==> src/rtl/fetch_stage.sv <==
// Instruction fetch stage: holds the PC, issues in-order word fetches over a
// valid/ready request channel, buffers returned words with their PCs in a
// small FIFO and hands them to decode. Redirects flush the buffer and mark
// in-flight responses as stale so they are discarded on return.
module fetch_stage #(
  parameter int unsigned     XLEN       = 32,
  parameter logic [XLEN-1:0] RESET_PC   = '0,
  parameter int unsigned     FIFO_DEPTH = 2
) (
  input  logic            clk_i,
  input  logic            rst_i,
  // instruction memory request channel
  output logic            imem_req_valid_o,
  input  logic            imem_req_ready_i,
  output logic [XLEN-1:0] imem_req_addr_o,
  // instruction memory response channel (in order, no backpressure)
  input  logic            imem_rsp_valid_i,
  input  logic [XLEN-1:0] imem_rsp_data_i,
  // branch/jump resolution
  input  logic            redirect_i,
  input  logic [XLEN-1:0] redirect_pc_i,
  // decode handshake
  output logic            id_valid_o,
  input  logic            id_ready_i,
  output logic [31:0]     id_instr_o,
  output logic [XLEN-1:0] id_pc_o,
  output logic [XLEN-1:0] id_pc4_o
);

  localparam int unsigned CW = $clog2(FIFO_DEPTH + 1);
  localparam int unsigned PW = $clog2(FIFO_DEPTH);
  localparam logic [CW:0] DEPTH_W = (CW + 1)'(FIFO_DEPTH);
  localparam logic [31:0] NOP     = 32'h0000_0013;
  localparam logic [XLEN-1:0] PC_STEP = XLEN'(4);

  // architectural fetch state
  logic [XLEN-1:0] pc_q;
  logic [XLEN-1:0] rsp_pc_q;
  logic [CW-1:0]   outstanding_q;
  logic [CW-1:0]   drop_q;

  // instruction buffer
  logic [31:0]     instr_q [FIFO_DEPTH];
  logic [XLEN-1:0] ipc_q   [FIFO_DEPTH];
  logic [PW-1:0]   head_q;
  logic [PW-1:0]   tail_q;
  logic [CW-1:0]   count_q;

  // per-cycle control
  logic            pop;
  logic            req_fire;
  logic            rsp_live;
  logic            rsp_stale;
  logic            push;
  logic [CW:0]     in_use;
  logic [CW-1:0]   outstanding_nxt;
  logic [CW-1:0]   count_nxt;
  logic [CW-1:0]   drop_redirect;
  logic [XLEN-1:0] redirect_base;
  logic            unused_redirect_lsbs;

  assign redirect_base        = {redirect_pc_i[XLEN-1:2], 2'b00};
  assign unused_redirect_lsbs = ^redirect_pc_i[1:0];

  // decode side: registered head entry, NOP pattern when empty
  assign id_valid_o = (count_q != '0) & ~redirect_i;
  assign id_instr_o = (count_q != '0) ? instr_q[head_q] : NOP;
  assign id_pc_o    = (count_q != '0) ? ipc_q[head_q]   : '0;
  assign id_pc4_o   = id_pc_o + PC_STEP;

  assign pop = id_valid_o & id_ready_i;

  // Credits: every outstanding request plus every buffered word owns a slot,
  // so a live response can always be pushed without a full check.
  assign in_use           = {1'b0, outstanding_q} + {1'b0, count_q} - {{CW{1'b0}}, pop};
  assign imem_req_valid_o = ~rst_i & ~redirect_i & (in_use < DEPTH_W);
  assign imem_req_addr_o  = pc_q;
  assign req_fire         = imem_req_valid_o & imem_req_ready_i;

  // A response is live only if nothing stale is ahead of it and it matches
  // a request we actually issued; anything else is dropped or ignored.
  assign rsp_live  = imem_rsp_valid_i & (drop_q == '0) & (outstanding_q != '0);
  assign rsp_stale = imem_rsp_valid_i & (drop_q != '0);
  assign push      = rsp_live & ~rst_i & ~redirect_i;

  // next-value arithmetic for counters
  always_comb begin
    outstanding_nxt = outstanding_q;
    if (req_fire && !rsp_live) begin
      outstanding_nxt = outstanding_q + CW'(1);
    end else if (!req_fire && rsp_live) begin
      outstanding_nxt = outstanding_q - CW'(1);
    end

    count_nxt = count_q;
    if (rsp_live && !pop) begin
      count_nxt = count_q + CW'(1);
    end else if (!rsp_live && pop) begin
      count_nxt = count_q - CW'(1);
    end

    // everything in flight becomes stale; a response arriving right now is
    // consumed this cycle, so it is not counted again
    drop_redirect = drop_q + outstanding_q;
    if (imem_rsp_valid_i && (drop_redirect != '0)) begin
      drop_redirect = drop_redirect - CW'(1);
    end
  end

  // control state: reset, then redirect, then normal fetch/return/pop
  always_ff @(posedge clk_i) begin
    if (rst_i) begin
      pc_q          <= RESET_PC;
      rsp_pc_q      <= RESET_PC;
      outstanding_q <= '0;
      drop_q        <= '0;
      count_q       <= '0;
      head_q        <= '0;
      tail_q        <= '0;
    end else if (redirect_i) begin
      pc_q          <= redirect_base;
      rsp_pc_q      <= redirect_base;
      outstanding_q <= '0;
      drop_q        <= drop_redirect;
      count_q       <= '0;
      head_q        <= '0;
      tail_q        <= '0;
    end else begin
      if (req_fire) begin
        pc_q <= pc_q + PC_STEP;
      end
      if (rsp_live) begin
        rsp_pc_q <= rsp_pc_q + PC_STEP;
        tail_q   <= tail_q + PW'(1);
      end
      if (rsp_stale) begin
        drop_q <= drop_q - CW'(1);
      end
      if (pop) begin
        head_q <= head_q + PW'(1);
      end
      outstanding_q <= outstanding_nxt;
      count_q       <= count_nxt;
    end
  end

  // buffer storage: written at the tail on each live response
  always_ff @(posedge clk_i) begin
    if (push) begin
      instr_q[tail_q] <= imem_rsp_data_i[31:0];
      ipc_q[tail_q]   <= rsp_pc_q;
    end
  end

endmodule

==> config.mk <==
export PLATFORM = sky130hd
export DESIGN_NAME = fetch_stage
export DESIGN_NICKNAME = d
export VERILOG_FILES = /design/src/rtl/fetch_stage.sv
export SDC_FILE = /design/constraint.sdc
export NUM_CORES = 1
export LEC_CHECK = 0
export BUFFER_PORTS_ARGS = -buffer_cell sky130_fd_sc_hd__clkbuf_2
export CAP_MARGIN = 10
export CORE_MARGIN = 5
export CORE_UTILIZATION = 50
export DETAILED_ROUTE_END_ITERATION = 10
export HOLD_SLACK_MARGIN = 0.05
export PLACE_DENSITY = 0.71
export REMOVE_ABC_BUFFERS = 1
export SYNTH_ARGS = -nofsm -noshare
export SYNTH_HDL_FRONTEND = slang
export SYNTH_SLANG_ARGS = --single-unit
==> constraint.sdc <==
create_clock -name clk_i -period 7.4 [get_ports clk_i]
set_input_delay 0.74 -clock clk_i [delete_from_list [all_inputs] [get_ports clk_i]]
set_output_delay 0.74 -clock clk_i [all_outputs]
set_load 0.05 [all_outputs]
==> flow_metrics.py <==
metrics = {
    "layout": {
        "diodes": 0,
        "fillCellCount": 1582,
        "area_delta_synth_final_pct": 17.9,
        "drive_gt1_share_pct": 27.2,
        "final_cells": 1279,
        "final_net_count": 1113,
    },
    "die": {
        "std_cell_rows": 50,
        "dieArea_sq_um": 21800,
        "die_w_um": 148,
        "io_pins": 200,
        "die_h_um": 148,
        "core-area_sq_um": 18700,
        "initial_core_util_pct": 50.6,
    },
    "yosys": {
        "synth_fa_ha_area_share_pct": 1.53,
        "yosysTopAreaCell": "edfxtp_1",
        "syn_avg_cell_area_sq_um": 11.1,
        "synthCells": 856,
        "ys.flop_type": "edfxtp_1",
        "seq_area_frac_synth_pct": 53.9,
        "yosys.area.top_type_share_pct": 39.3,
        "muxShareOfSynthArea_pct": 6.90,
        "synth_compound_area_share_pct": 8.73,
        "synthesis.area_sq_um": 9470,
        "async_reset_ff_share_pct": 0,
        "yosysUniqueCellTypes": 62,
        "synth_enable_flop_cells": 124,
        "yosys.area_share.simple_pct": 18.3,
        "yosys_warnings": 0,
        "synth_xor_area_share_pct": 6.84,
        "synth_area_leaders": "edfxtp_1 (39%), dfxtp_1 (15%), mux2i_1 (6.7%), nor2_1 (4.2%), xnor2_1 (3.8%)",
        "ys_seq_elements": 193,
        "synth_top_family_by_area": "simple AND/OR/NAND/NOR gates",
    },
    "clocking": {
        "hold_buffers": 0,
        "cts_root_buf": "clkbuf_16",
        "post_cts_buffers": 0,
        "cts.reportedPaths.clkPinSlew_ps": 70,
        "ctsResizeCount": 0,
        "clock-sinks": 193,
        "cts_inserted_buffers": 17,
        "worstSkewPairLatency_ps": 430,
        "h-tree-depth": 4,
        "tritoncts": "done",
        "cts_buffer_depth": 2,
    },
    "timing": {
        "clock_skew_ps": 9.47,
        "min_period_over_period_pct": 63.4,
        "hold_violations": 0,
        "drv_slew": 0,
        "rsz0062_at_grt": "no",
        "setup_viol": 0,
        "fmax_mhz": 213,
        "fin_ws_ps": 2710,
        "tightest_slew_ps": 980,
        "finalCriticalPeriod_ps": 4690,
        "hold_slack_ps": 489,
        "tns_ps": 0,
        "max_slew_margin_pct": 34.4,
    },
    "placement": {
        "pre_cts_slack_ps": 2700,
        "hpwl_um": 14800,
        "dp.cells": 1247,
        "globalplace.congestion": 0.838,
        "port_buffers": 191,
    },
    "drt": {
        "drc": 0,
        "routedWlPerCell_um": 16.7,
        "vias": 6978,
        "finalWirelength_um": 21400,
        "drt_first_pass_iters": 5,
        "viasPerCell": 5.46,
        "drt-initial-drc-count": 283,
        "ant_nets": 0,
    },
    "global_routing": {
        "grt_max_degree": 63,
        "overflow": 0,
        "grt_use_total_pct": 19.5,
        "grt_pass1_wl_um": 34200,
        "grt_pass1_vias": 6672,
        "antenna_found_initial": 0,
    },
    "job": {
        "drv_cap": 0,
    },
    "power_and_ir_drop": {
        "power_density_nw_per_um2": 215,
        "finalPower_mw": 2.40,
        "power.leakage_nw": 4.11,
        "ir_drop_mv": 0.171,
    },
    "setup_path": {
        "critPathArrivalTime_ps": 3950,
        "reg2reg_slack_ps": 3070,
        "r2r-start": "count_q[0]",
        "critPathMaxFanout": 52,
        "startpoint": "count_q[0]",
        "required_ps": 6660,
        "path_class": "reg -> out",
        "worst_setup_path_end_kind": "primary output",
        "startpoint_type": "register",
    },
    "status": {
        "outcome": "complete, no violations",
    },
    "min_path": {
        "min-delay-start": "rsp_pc_q[31]",
        "hp-class": "reg -> reg",
    },
}
==> cells in the final DEF, fill, tap and decap left out, types with 11 or more instances in the layout <==
cell type,Yosys,final
clkbuf_2,0,192
a31oi_1,20,20
mux2i_1,63,63
inv_1,24,24
o21ai_0,19,19
nand2_1,55,55
a211oi_1,17,17
nand3_1,29,29
a21oi_1,27,27
nor4_1,15,15
xnor2_1,41,41
edfxtp_1,124,124
nor2_1,106,106
nand4_1,15,15
nor4_2,11,11
nor3_1,16,15
clkbuf_16,0,19
xor2_1,33,33
dfxtp_1,69,68
==> worst paths after layout <==
path                                            end  cells past startpoint
worst min-delay path                   ipc_q[1][31]                      0
worst max register to register  imem_req_addr_o[20]                     14
worst max-delay path                   id_pc4_o[18]                      9
worst min register to register         ipc_q[1][31]                      0
==> sequential cells by signal, summed over array words and instances (netlist names), named ones only <==
signal / flops
head_q: 1
instr_q: 64
ipc_q: 60
drop_q: 2
imem_req_addr_o: 30
rsp_pc_q: 30
outstanding_q: 2
count_q: 2
tail_q: 1
==> logic make-up after synthesis <==
group,after synthesis
buf+inv,75
compound gates,120
mux,65
flops,193
xor+xnor,74
simple gates,317
other cells,1
fa+ha+maj,11
==> critical path, cell delays in order, from the launching register on <==
cell	delay (ps)
dfxtp_1	450
nor2_4	170
buf_4	350
nor2_1	290
ha_1	220
nor3b_2	300
nand4_1	690
nor4_1	560
xor2_1	180
clkbuf_2	290
==> cells in the mapped netlist (3+ instances only) <==
library cell,instances
nor2_2,5
nor4_2,11
mux2i_1,63
nor4_1,15
buf_6,3
and2_1,4
nand3_1,29
buf_2,14
a31oi_1,20
a21boi_0,10
nand3b_1,7
a211oi_1,17
o22ai_1,5
nor2_1,106
or4_1,4
ha_1,10
and3_1,11
nand4_1,15
nand4_2,4
inv_1,24
edfxtp_1,124
or3_1,8
a21oi_1,27
clkbuf_1,21
nor3_2,5
o21ai_0,19
buf_4,10
nor3_1,16
xor2_1,33
and4_1,6
a211oi_2,5
nand3_2,5
nand2_1,55
xnor2_1,41
dfxtp_1,69
==> layout make-up <==
cell class	instances	area, sq um	area share [%]
clock buffer	21	494	4.43
clock inverter	11	103	0.919
inverter	26	97.6	0.874
multi-input combinational	593	4040	36.2
sequential	193	5110	45.8
tap	234	293	2.62
timing repair buffer	201	1030	9.24
==> report_power, final <==
part | switching, mW | total (mW) | internal [mW] | leakage [nW]
Clock | 0.392 | 0.909 | 0.517 | 0.302
Combinational | 0.195 | 0.279 | 0.0843 | 2.11
Sequential | 0.0371 | 1.21 | 1.17 | 1.70
Total | 0.624 | 2.40 | 1.78 | 4.11
==> stage by stage <==
| stage | utilization (%) | instance area, sq um |
|---|---|---|
| floorplan | - | 9230 |
| global placement | 56.5 | 10600 |
| detailed placement | 56.5 | 10600 |
| CTS | 59.7 | 11200 |
| global route | 59.7 | 11200 |
| finish | 59.7 | 11200 |
==> layer usage <==
metal,wire length [um],vias up,GRT usage (%)
met3,1360,22,4.08
met1,9760,3280,26.7
li1,-,3468,-
met4,334,0,6.15
met5,0,-,0
met2,9960,208,31.5
Power figures use the tool's default switching activity.
